===== src/rtl/execute_stage.sv =====
// EX stage of a 5-stage MIPS-style pipeline: operand mux, ALU, branch target and destination
// select, all captured into the EX/MEM pipeline register with stall/flush control.
module execute_stage (
    input  logic        clk,
    input  logic        rst_n,
    input  logic        stall,
    input  logic        flush,
    input  logic [1:0]  id_ex_wb,
    input  logic [2:0]  id_ex_mem,
    input  logic [3:0]  id_ex_execute,
    input  logic [31:0] id_ex_npc,
    input  logic [31:0] id_ex_readdat1,
    input  logic [31:0] id_ex_readdat2,
    input  logic [31:0] id_ex_sign_ext,
    input  logic [4:0]  id_ex_instr_bits_20_16,
    input  logic [4:0]  id_ex_instr_bits_15_11,
    output logic [1:0]  ex_mem_wb,
    output logic [2:0]  ex_mem_mem,
    output logic [31:0] ex_mem_branch_target,
    output logic        ex_mem_zero,
    output logic [31:0] ex_mem_alu_result,
    output logic [31:0] ex_mem_readdat2,
    output logic [4:0]  ex_mem_write_reg
);

    localparam logic [5:0] FunctAdd = 6'b100000;
    localparam logic [5:0] FunctSub = 6'b100010;
    localparam logic [5:0] FunctAnd = 6'b100100;
    localparam logic [5:0] FunctOr  = 6'b100101;
    localparam logic [5:0] FunctSlt = 6'b101010;

    logic [31:0] op_b;
    logic [31:0] alu_result;
    logic [31:0] branch_target;
    logic [4:0]  write_reg;

    logic [1:0]  wb_q;
    logic [2:0]  mem_q;
    logic [31:0] branch_target_q;
    logic        zero_q;
    logic [31:0] alu_result_q;
    logic [31:0] readdat2_q;
    logic [4:0]  write_reg_q;

    // execute[1] is spare and the top two immediate bits fall off the word-aligned shift.
    logic unused_bits;
    assign unused_bits = ^{id_ex_execute[1], id_ex_sign_ext[31:30]};

    assign op_b          = id_ex_execute[0] ? id_ex_sign_ext : id_ex_readdat2;
    assign branch_target = id_ex_npc + {id_ex_sign_ext[29:0], 2'b00};
    assign write_reg     = id_ex_execute[3] ? id_ex_instr_bits_15_11 : id_ex_instr_bits_20_16;

    always_comb begin
        alu_result = '0;
        case (id_ex_execute[3:2])
            2'b00, 2'b10: alu_result = id_ex_readdat1 + op_b;
            2'b01:        alu_result = id_ex_readdat1 - op_b;
            default: begin
                case (id_ex_sign_ext[5:0])
                    FunctAdd: alu_result = id_ex_readdat1 + op_b;
                    FunctSub: alu_result = id_ex_readdat1 - op_b;
                    FunctAnd: alu_result = id_ex_readdat1 & op_b;
                    FunctOr:  alu_result = id_ex_readdat1 | op_b;
                    FunctSlt: alu_result = {31'd0, $signed(id_ex_readdat1) < $signed(op_b)};
                    default:  alu_result = '0;
                endcase
            end
        endcase
    end

    always_ff @(posedge clk or negedge rst_n) begin
        if (!rst_n) begin
            wb_q            <= '0;
            mem_q           <= '0;
            branch_target_q <= '0;
            zero_q          <= 1'b0;
            alu_result_q    <= '0;
            readdat2_q      <= '0;
            write_reg_q     <= '0;
        end else begin
            // A flush still captures the data path; only the control bits become a bubble.
            if (flush || !stall) begin
                branch_target_q <= branch_target;
                zero_q          <= (alu_result == 32'd0);
                alu_result_q    <= alu_result;
                readdat2_q      <= id_ex_readdat2;
                write_reg_q     <= write_reg;
            end
            if (flush) begin
                wb_q  <= '0;
                mem_q <= '0;
            end else if (!stall) begin
                wb_q  <= id_ex_wb;
                mem_q <= id_ex_mem;
            end
        end
    end

    assign ex_mem_wb            = wb_q;
    assign ex_mem_mem           = mem_q;
    assign ex_mem_branch_target = branch_target_q;
    assign ex_mem_zero          = zero_q;
    assign ex_mem_alu_result    = alu_result_q;
    assign ex_mem_readdat2      = readdat2_q;
    assign ex_mem_write_reg     = write_reg_q;

endmodule


===== config.mk =====
export PLATFORM = sky130hd
export DESIGN_NAME = execute_stage
export DESIGN_NICKNAME = d
export VERILOG_FILES = /design/src/rtl/execute_stage.sv
export SDC_FILE = /design/constraint.sdc
export NUM_CORES = 1
export LEC_CHECK = 0
export BUFFER_PORTS_ARGS = -buffer_cell sky130_fd_sc_hd__buf_4
export CAP_MARGIN = 20
export CORE_UTILIZATION = 30
export CTS_CLUSTER_SIZE = 20
export DETAILED_ROUTE_END_ITERATION = 7
export GPL_ROUTABILITY_DRIVEN = 1
export GPL_TIMING_DRIVEN = 0
export HOLD_SLACK_MARGIN = 0.08
export PLACE_DENSITY = 0.58
export SLEW_MARGIN = 30
export SYNTH_ARGS = -nofsm -noshare
export SYNTH_HDL_FRONTEND = slang
export SYNTH_SLANG_ARGS = --single-unit

===== constraint.sdc =====
create_clock -name clk -period 1 [get_ports clk]
set_clock_uncertainty 0.1 [all_clocks]
set_input_delay 0.1 -clock clk [delete_from_list [all_inputs] [get_ports clk]]
set_output_delay 0.1 -clock clk [all_outputs]
set_load 0.02 [all_outputs]

==> reports/results.ini <==
[critical_path]
crit_fanout = 3
cp-start-kind = primary input
crit_arrival_ns = 4.66
cp-end-kind = flip-flop
criticalPathCategory = in2reg
required_ns = 1.22

[clock_tree]
numCtsBuffers = 9
clock-sinks = 107
clkSlewWorstSetupHoldPaths_ns = 0.08
htree_levels = 3
clockBufferDepth = 2
clock_latency_ns = 0.38
root_buffer = clkbuf_16
hold_buffers = 51
cts_tree = built

[timing]
finalHoldViolations = 6
rsz0062_at_grt = yes
setup_violations = 169
period_needed_ns = 4.45
slew_headroom_pct = 23.6
whs_ns = -0.0426
fin_tns_setup_ns = -119.79
fmax_mhz = 225
drv_slew = 0
finalWorstSetupSlack_ns = -3.45
fin_crit_sh_pct = 445
tightest_slew_ns = 1.15

[routing]
ant_nets = 0
vias_per_cell = 5.42
num_vias = 12700
drc = 0
wl_met2_um = 24200
drt-total-wl_um = 51100
wl_per_cell_um = 21.8
met1_length_um = 21800
first_iter_violations = 848
routed.top_layer = met4
firstDrtPassIters = 8
wl_met3_um = 3260

[power]
p_leak_nw = 8.16
power_w = 0.0214
ir_worst_vdd_mv = 0.799
powerDensity_nw_per_um2 = 1220

[synth]
synth_warnings = 0
synth.distinct_cells = 91
yosys-top-cells-count = 198 x nand2_1, 169 x nor2_1, 140 x ha_1
synth.most_common_cell = nand2_1
syn_area_um2 = 11200
synth-main-ff-cell = dfrtp_1
yosysTopAreaCell = dfrtp_1
ys_async_sr_fraction_pct = 100
netlist_instances = 1446
yosysSeqAreaShare_pct = 23.8
synth_top_area_share_pct = 23.8
synth_area_per_cell_um2 = 7.77
ys_seq_elements = 107
synthesis.nets = 1740
synth_edf_count = 0
ys_top_cells_by_area = dfrtp_1 24%, ha_1 16%, nand2_1 6.6%, nor2_1 5.6%, a21oi_1 4.9%

[final_layout]
n_antenna_cell = 0
drive_above_1_share_pct = 34.5
area_delta_synth_final_pct = 56.2
post-route-util_pct = 47.8
nets = 2166

[floorplanning]
row_count = 70
ioPinCount = 258
start_util_pct = 30.6
die_area_um2 = 38200
die_h_um = 196
core_area_um2 = 36700
dieWidth_um = 196

[placement]
gp_congestion = 0.934
place_ws_ns = -4.56
port_buffers = 253
detailed_place_hpwl_um = 39100

[min_path]
hp-class = in2reg

[status]
status = complete, but fails checks
violations = negative hold slack, negative setup slack

[grt]
overflow = 0
grt_pass1_wl_um = 75000
antenna_found_initial = 0
track_usage_pct = 25.7
grt_max_degree = 69
grt_pass1_vias = 12600

[run]
maxCapViolCount = 0

-- per-stage QoR --
stage          hold WS, ns  area, um2  instances
4_1_cts            -0.0534      16400       2288
3_5_place_dp       -0.0995      14200       2168
5_1_grt            -0.0273      17600       2345
3_3_place_gp         0.206      14200       2167
2_1_floorplan       -0.296      11700       1446
6_report           -0.0426      17600       2345
-- final timing paths --
path / startpoint / to / slack (ns) / cells past startpoint
setup / recovery: id_ex_sign_ext[0] / ex_mem_zero / -3.45 / 22
hold / removal: stall / ex_mem_wb[1] / -0.04 / 3
setup reg to reg: ex_mem_alu_result[5] / ex_mem_alu_result[5] / 0.01 / 3
hold reg to reg: ex_mem_readdat2[10] / ex_mem_readdat2[10] / 0.40 / 2
max in group asynchronous: rst_n / ex_mem_alu_result[4] / 0.13 / 3
min in group asynchronous: rst_n / ex_mem_mem[1] / 0.11 / 2
-- layout make-up --
class                      instances  area (um2)
buffer                            67         518
clock buffer                       9         225
clock inverter                     7        52.6
fill                            3605       19100
inverter                         111         419
multi-input combinational       1159        9250
sequential                       107        2680
tap                              468         586
timing repair buffer             417        3830
-- cells in the final DEF, fill, tap and decap left out, types with 17 or more instances in the layout --
cell type,count
dfrtp_1,106
dlygate4sd3_1,51
nand2_1,190
xnor2_1,22
o21ai_1,18
buf_4,229
mux2i_1,31
a21o_1,28
a21oi_2,26
inv_1,107
nor3_1,17
o21ai_0,36
nand3_1,23
buf_6,136
a21oi_1,83
nor2_1,157
o211ai_1,18
ha_1,125
nand2b_1,17
-- routing by layer --
layer  vias to the layer above  track usage, %
li1                       5971               -
met1                      6168            32.8
met2                       483            44.0
met3                        99            4.15
met4                         0            8.49
met5                         -               0
-- worst max-delay path, cell delays in order --
cell	delay (ns)
buf_8	0.10
buf_8	0.12
buf_12	0.12
clkbuf_16	0.15
clkbuf_16	0.15
buf_12	0.13
mux2i_4	0.16
inv_2	0.08
ha_4	0.17
fa_2	0.38
or2_4	0.28
a211oi_4	0.25
buf_6	0.16
o22ai_4	0.08
a221oi_2	0.24
o22ai_1	0.14
or3_4	0.45
nor4_4	0.23
nand4_1	0.18
or4_4	0.53
nor4_4	0.26
a32o_2	0.21
-- timing repair --
| action | CTS | global route |
|---|---|---|
| pin swaps | 96 | 83 |
| cloned | 0 | 1 |
| setup buffers | 55 | 62 |
| endpoints found under the hold margin | 155 | 7 |
| resized for setup | 189 | 188 |
| endpoints found under the setup margin | 166 | 253 |
-- logic make-up (layout without fill, tap and decap cells) --
group | Yosys count | in the layout | share of synthesized area, %
xor+xnor | 43 | 43 | 3.35
fa+ha+maj | 143 | 143 | 16.1
simple gates | 503 | 503 | 19.7
flops | 107 | 107 | 23.8
buf+inv | 180 | 611 | 6.29
mux | 53 | 53 | 4.73
compound gates | 417 | 417 | 26.0
-- where the power goes --
| group | switching [W] | internal, W |
|---|---|---|
| Clock | 0.00189 | 0.00170 |
| Sequential | 0.000559 | 0.00500 |
| Combinational | 0.00664 | 0.00561 |
| Total | 0.00909 | 0.0123 |
No activity file was read; power rests on OpenSTA's default activity.
